File: config.mk
export PLATFORM = sky130hd
export DESIGN_NAME = apb_csr_ctrl
export DESIGN_NICKNAME = d
export VERILOG_FILES = /design/src/rtl/apb_csr_pkg.sv /design/src/rtl/apb_csr_addr_dec.sv /design/src/rtl/apb_csr_ctrl.sv
export SDC_FILE = /design/constraint.sdc
export NUM_CORES = 1
export LEC_CHECK = 0
export ABC_AREA = 1
export CAP_MARGIN = 20
export CORE_MARGIN = 1
export CORE_UTILIZATION = 44
export CTS_BUF_LIST = sky130_fd_sc_hd__clkbuf_8 sky130_fd_sc_hd__clkbuf_16
export CTS_CLUSTER_SIZE = 25
export DETAILED_ROUTE_END_ITERATION = 12
export GPL_TIMING_DRIVEN = 1
export PLACE_DENSITY = 0.95
export SYNTH_ARGS = -nofsm -noshare
export SYNTH_HDL_FRONTEND = slang
export SYNTH_SLANG_ARGS = --single-unit
File: constraint.sdc
create_clock -name i_clk -period 3.3 [get_ports i_clk]
set_clock_uncertainty 0.15 [all_clocks]
set_input_delay 0.66 -clock i_clk [delete_from_list [all_inputs] [get_ports i_clk]]
set_output_delay 0.66 -clock i_clk [all_outputs]
set_load 0.02 [all_outputs]
File: src/rtl/apb_csr_pkg.sv
// rtl/apb_csr_pkg.sv - shared state encodings and constants for the APB CSR controller
package apb_csr_pkg;

    typedef enum logic [1:0] {
        ST_IDLE = 2'd0,
        ST_WAIT = 2'd1,
        ST_DONE = 2'd2
    } state_e;

    localparam logic [7:0] RO_MASK_DEFAULT = 8'h80;
    localparam int         CNT_W           = 4;

endpackage

File: src/rtl/apb_csr_addr_dec.sv
// rtl/apb_csr_addr_dec.sv - combinational register-index decode: one-hot select, out-of-range and read-only flags
module apb_csr_addr_dec
    import apb_csr_pkg::*;
#(
    parameter int                    ADDR_W   = 4,
    parameter int                    NUM_REGS = 8,
    parameter logic [NUM_REGS-1:0]   RO_MASK  = RO_MASK_DEFAULT
) (
    input  logic [ADDR_W-1:0]   addr_i,
    output logic [NUM_REGS-1:0] sel_o,
    output logic                oor_o,
    output logic                ro_hit_o
);

    always_comb begin
        sel_o = '0;
        for (int i = 0; i < NUM_REGS; i++) begin
            if (addr_i == ADDR_W'(i)) begin
                sel_o[i] = 1'b1;
            end
        end
    end

    // No select bit means the index lies beyond the bank.
    assign oor_o    = ~|sel_o;
    assign ro_hit_o = |(sel_o & RO_MASK);

endmodule

File: src/rtl/apb_csr_ctrl.sv
// rtl/apb_csr_ctrl.sv - APB slave sequencing a d_ff CSR bank; APB_CSR_SLVERR_EN enables pslverr on invalid accesses
module apb_csr_ctrl
    import apb_csr_pkg::*;
#(
    parameter int                  ADDR_W      = 4,
    parameter int                  DATA_W      = 8,
    parameter int                  NUM_REGS    = 8,
    parameter int                  WAIT_CYCLES = 1,
    parameter logic [NUM_REGS-1:0] RO_MASK     = RO_MASK_DEFAULT
) (
    input  logic                       i_clk,
    input  logic                       i_rst,
    input  logic                       i_psel,
    input  logic                       i_penable,
    input  logic                       i_pwrite,
    input  logic [ADDR_W-1:0]          i_paddr,
    input  logic [DATA_W-1:0]          i_pwdata,
    output logic                       o_pready,
    output logic [DATA_W-1:0]          o_prdata,
    output logic                       o_pslverr,
    output logic [NUM_REGS-1:0]        o_reg_en,
    output logic [DATA_W-1:0]          o_reg_wdata,
    input  logic [NUM_REGS*DATA_W-1:0] i_reg_rdata
);

    localparam logic [CNT_W-1:0] WAIT_LOAD = CNT_W'(WAIT_CYCLES);

    state_e              state_q, state_d;
    logic [CNT_W-1:0]    cnt_q, cnt_d;
    logic                write_q, write_d;
    logic                bad_q, bad_d;
    logic [NUM_REGS-1:0] sel_q, sel_d;
    logic                pready_q, pready_d;
    logic                pslverr_q, pslverr_d;
    logic [DATA_W-1:0]   prdata_q, prdata_d;
    logic [NUM_REGS-1:0] reg_en_q, reg_en_d;
    logic [DATA_W-1:0]   wdata_q, wdata_d;

    logic [NUM_REGS-1:0] dec_sel;
    logic                dec_oor;
    logic                dec_ro;
    logic                setup;
    logic                cur_write;
    logic                cur_bad;
    logic [NUM_REGS-1:0] cur_sel;
    logic [DATA_W-1:0]   rd_slice;
    logic                enter_done;

    apb_csr_addr_dec #(
        .ADDR_W   (ADDR_W),
        .NUM_REGS (NUM_REGS),
        .RO_MASK  (RO_MASK)
    ) u_addr_dec (
        .addr_i   (i_paddr),
        .sel_o    (dec_sel),
        .oor_o    (dec_oor),
        .ro_hit_o (dec_ro)
    );

    assign setup = i_psel & ~i_penable;

    // A zero-wait transfer completes straight out of IDLE, so use the live decode there.
    always_comb begin
        if (state_q == ST_IDLE) begin
            cur_write = i_pwrite;
            cur_sel   = dec_sel;
            cur_bad   = dec_oor | (i_pwrite & dec_ro);
        end else begin
            cur_write = write_q;
            cur_sel   = sel_q;
            cur_bad   = bad_q;
        end
    end

    always_comb begin
        rd_slice = '0;
        for (int i = 0; i < NUM_REGS; i++) begin
            if (cur_sel[i]) begin
                rd_slice = rd_slice | i_reg_rdata[i*DATA_W +: DATA_W];
            end
        end
    end

    always_comb begin
        state_d = state_q;
        cnt_d   = cnt_q;
        write_d = write_q;
        sel_d   = sel_q;
        bad_d   = bad_q;
        wdata_d = wdata_q;
        case (state_q)
            ST_IDLE: begin
                if (setup) begin
                    write_d = i_pwrite;
                    sel_d   = dec_sel;
                    bad_d   = cur_bad;
                    wdata_d = i_pwdata;
                    if (i_pwrite || WAIT_CYCLES == 0) begin
                        state_d = ST_DONE;
                    end else begin
                        state_d = ST_WAIT;
                        cnt_d   = WAIT_LOAD;
                    end
                end
            end
            ST_WAIT: begin
                if (!i_psel) begin
                    state_d = ST_IDLE;
                end else if (cnt_q == CNT_W'(1)) begin
                    state_d = ST_DONE;
                end else begin
                    cnt_d = cnt_q - CNT_W'(1);
                end
            end
            ST_DONE: state_d = ST_IDLE;
            default: state_d = ST_IDLE;
        endcase
    end

    assign enter_done = (state_d == ST_DONE);

    always_comb begin
        pready_d = enter_done;
        reg_en_d = (enter_done && cur_write && !cur_bad) ? cur_sel : '0;
        prdata_d = prdata_q;
        if (enter_done && !cur_write) begin
            prdata_d = cur_bad ? '0 : rd_slice;
        end
`ifdef APB_CSR_SLVERR_EN
        pslverr_d = enter_done & cur_bad;
`else
        pslverr_d = 1'b0;
`endif
    end

    always_ff @(posedge i_clk) begin
        if (i_rst) begin
            state_q   <= ST_IDLE;
            cnt_q     <= '0;
            write_q   <= 1'b0;
            sel_q     <= '0;
            bad_q     <= 1'b0;
            wdata_q   <= '0;
            pready_q  <= 1'b0;
            pslverr_q <= 1'b0;
            prdata_q  <= '0;
            reg_en_q  <= '0;
        end else begin
            state_q   <= state_d;
            cnt_q     <= cnt_d;
            write_q   <= write_d;
            sel_q     <= sel_d;
            bad_q     <= bad_d;
            wdata_q   <= wdata_d;
            pready_q  <= pready_d;
            pslverr_q <= pslverr_d;
            prdata_q  <= prdata_d;
            reg_en_q  <= reg_en_d;
        end
    end

    assign o_pready    = pready_q;
    assign o_pslverr   = pslverr_q;
    assign o_prdata    = prdata_q;
    assign o_reg_en    = reg_en_q;
    assign o_reg_wdata = wdata_q;

endmodule
==> results of run 1 <==
flip-flops by register name, summed over array words and instances (netlist names):
register / flops
cnt_q: 4
write_q: 1
sel_q: 8
o_reg_en: 8
o_reg_wdata: 8
bad_q: 1
o_pready: 1
state_q: 2
o_prdata: 8
cells in the mapped netlist, drive strengths merged:
master  count
nand3      48
nor3        8
dfxtp      41
ha          2
or2         4
o21ai      13
clkbuf      4
nor3b       3
nor2       52
a211oi      2
nand2     115
a21oi      19
o22ai       2
inv        22
o211ai      1
nand4       1
buf         7
conb        1
worst register-to-register path: stages, from the launching register on:
cell and delay [ns]:
dfxtp_1 0.34, nor2_4 0.34, inv_2 0.18, nand2_1 0.11, nand2_2 0.14, nand2_1 0.09
nand2_1 0.05, nor2_1 0.19, nand2_1 0.10, nand2_1 0.07, a21oi_1 0.06
logic make-up after synthesis:
| kind of cell | share of synthesized area, % |
|---|---|
| simple gates | 46.2 |
| compound gates | 9.90 |
| flops | 36.3 |
| fa+ha+maj | 1.11 |
| other cells | 0.166 |
| buf+inv | 6.36 |
through the flow:
step	cells	utilization (%)
6_report	516	70.8
5_1_grt	516	70.8
4_1_cts	516	70.8
3_5_place_dp	508	69.1
3_3_place_gp	508	69.1
2_1_floorplan	345	-
area by class of cell:
| cell class | instances | area share, % |
|---|---|---|
| clock buffer | 5 | 2.00 |
| clock inverter | 3 | 0.401 |
| inverter | 22 | 2.41 |
| multi-input combinational | 271 | 37.8 |
| sequential | 41 | 23.9 |
| tap | 67 | 2.44 |
| timing repair buffer | 107 | 31.0 |
where the power goes:
group	total, mW	leakage [nW]	switching [mW]	internal (mW)
Combinational	0.305	1.10	0.155	0.150
Clock	0.310	0.0491	0.167	0.143
Sequential	0.524	0.334	0.0104	0.514
Total	1.14	1.49	0.333	0.808
per-layer routing:
| metal | share of wire, % | track usage (%) | vias to the layer above |
|---|---|---|---|
| met2 | 49 | 44.9 | 144 |
| li1 | - | - | 1315 |
| met5 | 0 | 0 | - |
| met4 | 3.5 | 13.5 | 0 |
| met3 | 7.6 | 4.94 | 29 |
| met1 | 40 | 32.7 | 1160 |
path summary, 6_finish.rpt:
kind                              start                        to  slack (ns)  cells after the start
setup / recovery                 i_psel  o_prdata[2]$_SDFFE_PP0P_         1.0                      9
hold / removal    sel_q[7]$_SDFFE_PP0P_     sel_q[7]$_SDFFE_PP0P_        0.30                      2
setup reg to reg  state_q[1]$_SDFF_PP0_  o_prdata[3]$_SDFFE_PP0P_        1.37                     10
hold reg to reg   sel_q[7]$_SDFFE_PP0P_     sel_q[7]$_SDFFE_PP0P_        0.30                      2
==> metrics, run 1 <==
status completed; PD cells 332 nW/um^2; Peak Freq 0.435 GHz; IR drop worst, VDD 298 uV; largest area contributor in the netlist dfxtp_1; htree depth 2; area taken by multi-input logic gates approximately 1300 um^2; Reg area 821 um^2; GRT Util Overall 26.8%; Syn Area/Cell 6.56 um^2; I/O Buffers 105; total grt overflow 0; crit end category register; n_diodes 0; largest net degree at the start of global routing 22; crit share post-route around 70%; dpl cell area 3350 um^2; Critical Path AT 2.37 ns; share of cells above drive strength 1 7.57%; synthesized flop and latch total 41; initial antenna violation count 0; DR WL/cell 13.9 um; die area 5430 um^2; yosys warns 0; slowest cell delay on critical path 0.50 ns; Clock transition at path regs 0.07 ns; I/O Pins 107; drt total wl between 7000 and 8000 um; Worst setup SP type input port; GP Congestion 0.951; CTS sink cnt just over 40; Final min period ~2.3 ns; Worst Hold Class register to register; number of buffers created by CTS 5; final setup fails 0; drt first pass iters 5; Final Hold Violating Endpoints 0; Synth cell types 30; core footprint 4850 um^2; CP Class input port to register; vias per cell 5.13; slowest CP cell clkdlybuf4s50_1; cell row count 25; area share of the largest cell type after synthesis 36.3%; CTS tree built; first-pass GRT wire length 11100 um; Cells after Synth 345; synthesis-to-layout area growth 51.8%; Max Root-Sink Buffers 2; post-route cell area 3430 um^2; most frequent cells in the layout nand2_1, clkdlybuf4s50_1, nand3_1; final setup TNS 0 ns; net count after synthesis 428; critical path peak fanout 15; Post-Syn Area 2260 um^2; Worst-Skew Late Latency 0.29 ns; Vias 2648; Layout Nets 531; delay-heaviest family, CP simple AND/OR/NAND/NOR gates; Antenna Nets Post-Route 0; fill count 372; max cap viols 0; required time of the critical path ~3.4 ns; CTS-repair resized insts 0; hpwl dp 5560 um; Leak 1.49 nW; Initial Util 46.7%; number of remaining DRC errors 0; Post-Place Worst Slack about 0.72 ns; most area-consuming cells after synthesis dfxtp_1, nand2_1, nand3_1; height of the die 73.7 um; # Post-CTS Setup Buffers 0; final setup margin 0.999 ns; Hold WS 0.305 ns; most common cell after layout, fill and taps aside nand2_1; CP Buf/Inv Count 2; total power 1.14 mW; most frequent CP cell nand2_4; initial DRC count 209; Root Driver clkbuf_8; vias in the first global route roughly 2.5k; CTS Hold Bufs 0; CP cell instances clkdlybuf4s50_1 > inv_1 > nor2_1 > nand2_4 > o22ai_4 > nand2_4 > nor2_8 > nand2_1 > a21oi_1; unrepaired setup endpoints after global routing false; DIE WIDTH 73.7 um; register area share after synthesis approximately 36%; final slew viol count 0
Power figures use the tool's default switching activity.
==> run 2: changes to the inputs <==
--- a/config.mk
+++ b/config.mk
@@ -8,12 +8,12 @@
 export ABC_AREA = 1
 export CAP_MARGIN = 20
 export CORE_MARGIN = 1
-export CORE_UTILIZATION = 44
+export CORE_UTILIZATION = 41
 export CTS_BUF_LIST = sky130_fd_sc_hd__clkbuf_8 sky130_fd_sc_hd__clkbuf_16
 export CTS_CLUSTER_SIZE = 25
 export DETAILED_ROUTE_END_ITERATION = 12
 export GPL_TIMING_DRIVEN = 1
-export PLACE_DENSITY = 0.95
+export PLACE_DENSITY = 0.91
 export SYNTH_ARGS = -nofsm -noshare
 export SYNTH_HDL_FRONTEND = slang
 export SYNTH_SLANG_ARGS = --single-unit
==> constraint.sdc (replaced) <==
create_clock -name i_clk -period 2.2 [get_ports i_clk]
set_clock_uncertainty 0.15 [all_clocks]
set_input_delay 0.44 -clock i_clk [delete_from_list [all_inputs] [get_ports i_clk]]
set_output_delay 0.44 -clock i_clk [all_outputs]
set_load 0.02 [all_outputs]
==> metrics, run 2 (synthesis results as in run 1) <==
status completed (unchanged); Final Hold Violating Endpoints 0 (unchanged); critical path peak fanout 9 (was 15); vias in the first global route 2511 (was 2450); cell row count 26 (was 25); Root Driver clkbuf_8 (unchanged); GRT Util Overall 24.9% (was 26.8%); drt total wl 7150 um (was 7170 um); PD cells 528 nW/um^2 (was 332 nW/um^2); CTS tree built (unchanged); Worst-Skew Late Latency 0.29 ns (about the same); DR WL/cell 13.5 um (was 13.9 um); crit end category register (unchanged); synthesis-to-layout area growth 58.0% (was 51.8%); CTS Hold Bufs 0 (unchanged); Vias 2702 (was 2648); reg2reg path depth 9 (was 10); final cell count without fillers 531 (was 516); R2R Path Start state_q[1]$_SDFF_PP0_ (unchanged); slowest cell delay on critical path 0.47 ns (was 0.50 ns); DIE WIDTH 76.3 um (was 73.7 um); Leak 1.56 nW (was 1.49 nW); required time of the critical path 2.28 ns (was 3.37 ns); hpwl dp 5590 um (was 5560 um); share of cells above drive strength 1 9.98% (was 7.57%); Post-Place Worst Slack -0.0976 ns (was 0.723 ns); hold wc startpoint o_prdata[5]$_SDFFE_PP0P_ (was sel_q[7]$_SDFFE_PP0P_); initial antenna violation count 0 (unchanged); core footprint 5200 um^2 (was 4850 um^2); I/O Pins 107 (unchanged); # Post-CTS Setup Buffers 0 (unchanged); Clock transition at path regs 0.08 ns (was 0.07 ns); Worst setup SP type input port (unchanged); Initial Util 43.5% (was 46.7%); Antenna Nets Post-Route 0 (unchanged); number of buffers created by CTS 5 (unchanged); most frequent CP cell nand2_1 (was nand2_4); n_diodes 0 (unchanged); Layout Nets 543 (was 531); GP Congestion 0.926 (was 0.951); CP Buf/Inv Count 2 (unchanged); drt first pass iters 5 (unchanged); initial DRC count 262 (was 209); vias per cell 5.09 (was 5.13); CP cell instances clkdlybuf4s50_1 > inv_1 > nor2_2 > nand2_1 > nand2_1 > nand3_1 > nand2_1 > nor2_1 > nand2_1 > nand2_1 > a21oi_1 (was clkdlybuf4s50_1 > inv_1 > nor2_1 > nand2_4 > o22ai_4 > nand2_4 > nor2_8 > nand2_1 > a21oi_1); Critical Path AT 2.11 ns (was 2.37 ns); htree depth 2 (unchanged); max cap viols 0 (unchanged); final setup margin 0.164 ns (was 0.999 ns); Final min period roughly 2 ns; Min-Delay Endpoint o_prdata[5]$_SDFFE_PP0P_ (was sel_q[7]$_SDFFE_PP0P_); final slew viol count 0 (unchanged); final setup TNS 0 ns (unchanged); first-pass GRT wire length 11600 um (was 11100 um); Peak Freq 0.491 GHz; crit share post-route 92.5%; largest net degree at the start of global routing 15 (was 22); CTS sink cnt 41 (unchanged); number of remaining DRC errors 0 (unchanged); R2R Path End o_prdata[7]$_SDFFE_PP0P_ (was o_prdata[3]$_SDFFE_PP0P_); unrepaired setup endpoints after global routing false (unchanged); Hold Path Cell Cnt 2 (unchanged); Max Root-Sink Buffers 2 (unchanged); Layout Utilization 68.7% (was 70.8%); placed cell count 523 (was 508); height of the die 76.3 um (was 73.7 um); IR drop worst, VDD 344 uV (was 298 uV); total grt overflow 0 (unchanged); slowest CP cell clkdlybuf4s50_1 (unchanged); most frequent cells in the layout nand2_1, clkdlybuf4s50_1, nand3_1 (unchanged); I/O Buffers 105 (unchanged); most common cell after layout, fill and taps aside nand2_1 (unchanged); die area 5820 um^2 (was 5430 um^2); final setup fails 0 (unchanged); delay-heaviest family, CP simple AND/OR/NAND/NOR gates (unchanged); CTS-repair resized insts 0 (unchanged); CP Class input port to register (unchanged); R2R setup slack 0.23 ns (was 1.37 ns); Worst Hold Class register to register (unchanged)
## run 2: cell types whose count changed in the layout (fill, tap and decap cells not counted)
cell,before,now
bufinv_16,0,1
buf_4,2,13
buf_12,0,1
clkinv_2,2,0
clkbuf_8,5,6
## run 2: layout make-up
cell class	count	area, um^2
inverter	22	82.6
clock inverter	2	33.8
tap	70	87.6
multi-input combinational	271	1300
fill	410	1630
clock buffer	6	82.6
sequential	41	821
timing repair buffer	119	1170
## run 2: report_power, final
part	internal (mW)	total [mW]	switching, mW
Sequential	0.771	0.787	0.0163
Clock	0.365	0.617	0.252
Combinational	0.245	0.481	0.236
Total	1.38	1.89	0.504
## run 2: how the worst max path moves through the flow
stage                          start                  endpoint  slack [ns]  cells after the start
after floorplan           i_paddr[2]    o_reg_en[1]$_SDFF_PP0_        0.62                      9
after global placement    i_paddr[2]  o_prdata[3]$_SDFFE_PP0P_       -0.06                     11
after detailed placement  i_paddr[2]  o_prdata[6]$_SDFFE_PP0P_        -0.1                     11
after CTS                 i_paddr[2]  o_prdata[6]$_SDFFE_PP0P_        0.21                     11
after global routing      i_paddr[0]  o_prdata[6]$_SDFFE_PP0P_        0.02                     11
final                     i_paddr[2]  o_prdata[7]$_SDFFE_PP0P_        0.16                     11
## run 2: through the flow
stage	cell area [um^2]	total power [mW]	hold slack, ns
detailed placement	3460	1.28	0.308
finish	3570	1.89	0.322
global placement	3460	1.27	0.289
CTS	3570	1.89	0.325
global route	3570	1.98	0.344
floorplan	2260	1.03	0.279
## run 2: per-layer routing
metal	global-route usage (%)	wire length, um	share of wire, %	up-vias
met3	4.43	461	6.4	25
met4	12.1	274	3.8	0
met2	41.4	3490	49	136
met5	0	0	0	-
li1	-	-	-	1346
met1	31.1	2920	41	1195
## run 2: worst register-to-register path, delay by kind of cell (launching register included)
| kind | cells | cell delay [ns] |
|---|---|---|
| and+or+nand+nor | 7 | 1.12 |
| DFF | 1 | 0.33 |
| AOI/OAI and AO/OA | 1 | 0.12 |
| buffers and inverters | 1 | 0.18 |
==> run 3: changes to the inputs <==
--- a/config.mk
+++ b/config.mk
@@ -7,13 +7,13 @@
 export LEC_CHECK = 0
 export ABC_AREA = 1
 export CAP_MARGIN = 20
-export CORE_MARGIN = 1
 export CORE_UTILIZATION = 41
 export CTS_BUF_LIST = sky130_fd_sc_hd__clkbuf_8 sky130_fd_sc_hd__clkbuf_16
 export CTS_CLUSTER_SIZE = 25
 export DETAILED_ROUTE_END_ITERATION = 12
 export GPL_TIMING_DRIVEN = 1
 export PLACE_DENSITY = 0.91
+export REMOVE_ABC_BUFFERS = 1
 export SYNTH_ARGS = -nofsm -noshare
 export SYNTH_HDL_FRONTEND = slang
 export SYNTH_SLANG_ARGS = --single-unit
==> metrics, run 3 (synthesis results as in run 1) <==
drt first pass iters 4 (was 5); die area 5820 um^2 (unchanged); area taken by multi-input logic gates 1300 um^2 (about the same); Final Hold Violating Endpoints 0 (unchanged); height of the die 76.3 um (unchanged); crit end category register (unchanged); fill count 443 (was 410); Worst Hold Class register to register (unchanged); htree depth 2 (unchanged); n_diodes 0 (unchanged); Peak Freq 0.498 GHz (was 0.491 GHz); Reg area 821 um^2 (unchanged); Vias 2688 (was 2702); slowest CP cell clkdlybuf4s50_1 (unchanged); drt total wl 7060 um (was 7150 um); DR WL/cell 13.4 um (was 13.5 um); most frequent CP cell nand2_1 (unchanged); Max Root-Sink Buffers 2 (unchanged); initial DRC count 133 (was 262); CP Buf/Inv Count 2 (unchanged); CP cell instances clkdlybuf4s50_1 > inv_1 > nor2_1 > nand2_1 > nand2_1 > nand3_1 > nand2_1 > nor2_1 > nand2_1 > nand2_1 > a21oi_1 (was clkdlybuf4s50_1 > inv_1 > nor2_2 > nand2_1 > nand2_1 > nand3_1 > nand2_1 > nor2_1 > nand2_1 > nand2_1 > a21oi_1); GP Congestion 0.920 (was 0.926); number of buffers created by CTS 5 (unchanged); crit share post-route 91.2% (was 92.5%); Clock transition at path regs 0.08 ns (about the same); cell row count 26 (unchanged); slowest cell delay on critical path 0.52 ns (was 0.47 ns); IR drop worst, VDD 332 uV (was 344 uV); total grt overflow 0 (unchanged); total power 1.76 mW (was 1.89 mW); Initial Util 43.5% (unchanged); Final min period 2.01 ns (was 2.04 ns); core footprint 5200 um^2 (unchanged); largest net degree at the start of global routing 15 (unchanged); status completed (unchanged); CTS sink cnt 41 (unchanged); critical path peak fanout 9 (unchanged); max cap viols 0 (unchanged); GRT Util Overall 24.7% (was 24.9%); Layout Utilization 67.6% (was 68.7%); synthesis-to-layout area growth 55.5% (was 58.0%); placed cell count 521 (was 523); Worst setup SP type input port (unchanged); vias per cell 5.09 (about the same); unrepaired setup endpoints after global routing false (unchanged); PD cells 499 nW/um^2 (was 528 nW/um^2); delay-heaviest family, CP simple AND/OR/NAND/NOR gates (unchanged); Critical Path AT 2.08 ns (was 2.11 ns); I/O Buffers 105 (unchanged); Worst-Skew Late Latency 0.29 ns (about the same); CTS tree built (unchanged); required time of the critical path 2.27 ns (was 2.28 ns); number of remaining DRC errors 0 (unchanged); final cell count without fillers 528 (was 531); Layout Nets 541 (was 543); CP Class input port to register (unchanged); Leak 1.53 nW (was 1.56 nW); share of cells above drive strength 1 9.61% (was 9.98%); final slew viol count 0 (unchanged); I/O Pins 107 (unchanged); Antenna Nets Post-Route 0 (unchanged); most frequent cells in the layout nand2_1, clkdlybuf4s50_1, nand3_1 (unchanged); hpwl dp 5180 um (was 5590 um); DIE WIDTH 76.3 um (unchanged); Root Driver clkbuf_8 (unchanged); final setup fails 0 (unchanged); first-pass GRT wire length 11500 um (was 11600 um); vias in the first global route 2588 (was 2511); initial antenna violation count 0 (unchanged)
## run 3: cell types whose count changed in the layout (fill, tap and decap cells not counted)
| cell | before | now |
|---|---|---|
| buf_4 | 13 | 12 |
| nand2_1 | 106 | 105 |
| nand2_2 | 7 | 8 |
| buf_12 | 1 | 0 |
| bufinv_16 | 1 | 0 |
## run 3: what timing repair did
item	4_1_cts	5_1_grt
hold buffers	0	0
setup endpoints to repair	0	1
buffers inserted	0	0
hold endpoints to repair	0	0
resized for setup	0	1
## run 3: final timing paths
path / cells past startpoint / start / end / slack, ns
setup / recovery: 11 / i_paddr[1] / o_prdata[1]$_SDFFE_PP0P_ / 0.19
hold / removal: 2 / sel_q[7]$_SDFFE_PP0P_ / sel_q[7]$_SDFFE_PP0P_ / 0.30
setup reg to reg: 10 / state_q[1]$_SDFF_PP0_ / o_prdata[1]$_SDFFE_PP0P_ / 0.22
hold reg to reg: 2 / sel_q[7]$_SDFFE_PP0P_ / sel_q[7]$_SDFFE_PP0P_ / 0.30
## run 3: layer usage
layer	vias up	global-route usage, %	share of wire [%]
met5	-	0	0
met4	0	11.7	3.6
met1	1207	28.1	42
met3	21	6.11	7.1
met2	121	42.9	48
li1	1339	-	-
## run 3: power by group
part	total [mW]	internal, mW	switching [mW]
registers	0.787	0.771	0.0161
clock network	0.495	0.244	0.250
logic	0.475	0.239	0.235
total	1.76	1.25	0.501
## run 3: worst register-to-register path, stage by stage, from the launching register on
cell,delay (ns)
dfxtp_1,0.33
nor2_4,0.35
inv_2,0.20
nand2_1,0.11
nand2_2,0.14
nand2_1,0.10
nand2_1,0.05
nor2_1,0.22
nand2_1,0.09
nand2_1,0.07
a21oi_1,0.06
## run 3: metrics by stage
step / setup slack (ns) / hold slack [ns] / TNS, ns / area, um^2
after floorplan: 0.350 / 0.280 / 0 / 2200
after global placement: -0.00929 / 0.290 / -0.0150 / 3430
after detailed placement: -0.0755 / 0.291 / -0.355 / 3430
after CTS: 0.219 / 0.303 / 0 / 3520
after global routing: 0.0440 / 0.336 / 0 / 3520
final: 0.193 / 0.304 / 0 / 3520
## run 3: final cells by class
class / instances / area share, %
multi-input combinational: 271 / 36.9
timing repair buffer: 117 / 32.4
clock inverter: 1 / 0.107
tap: 70 / 2.49
clock buffer: 6 / 2.35
sequential: 41 / 23.3
inverter: 22 / 2.35
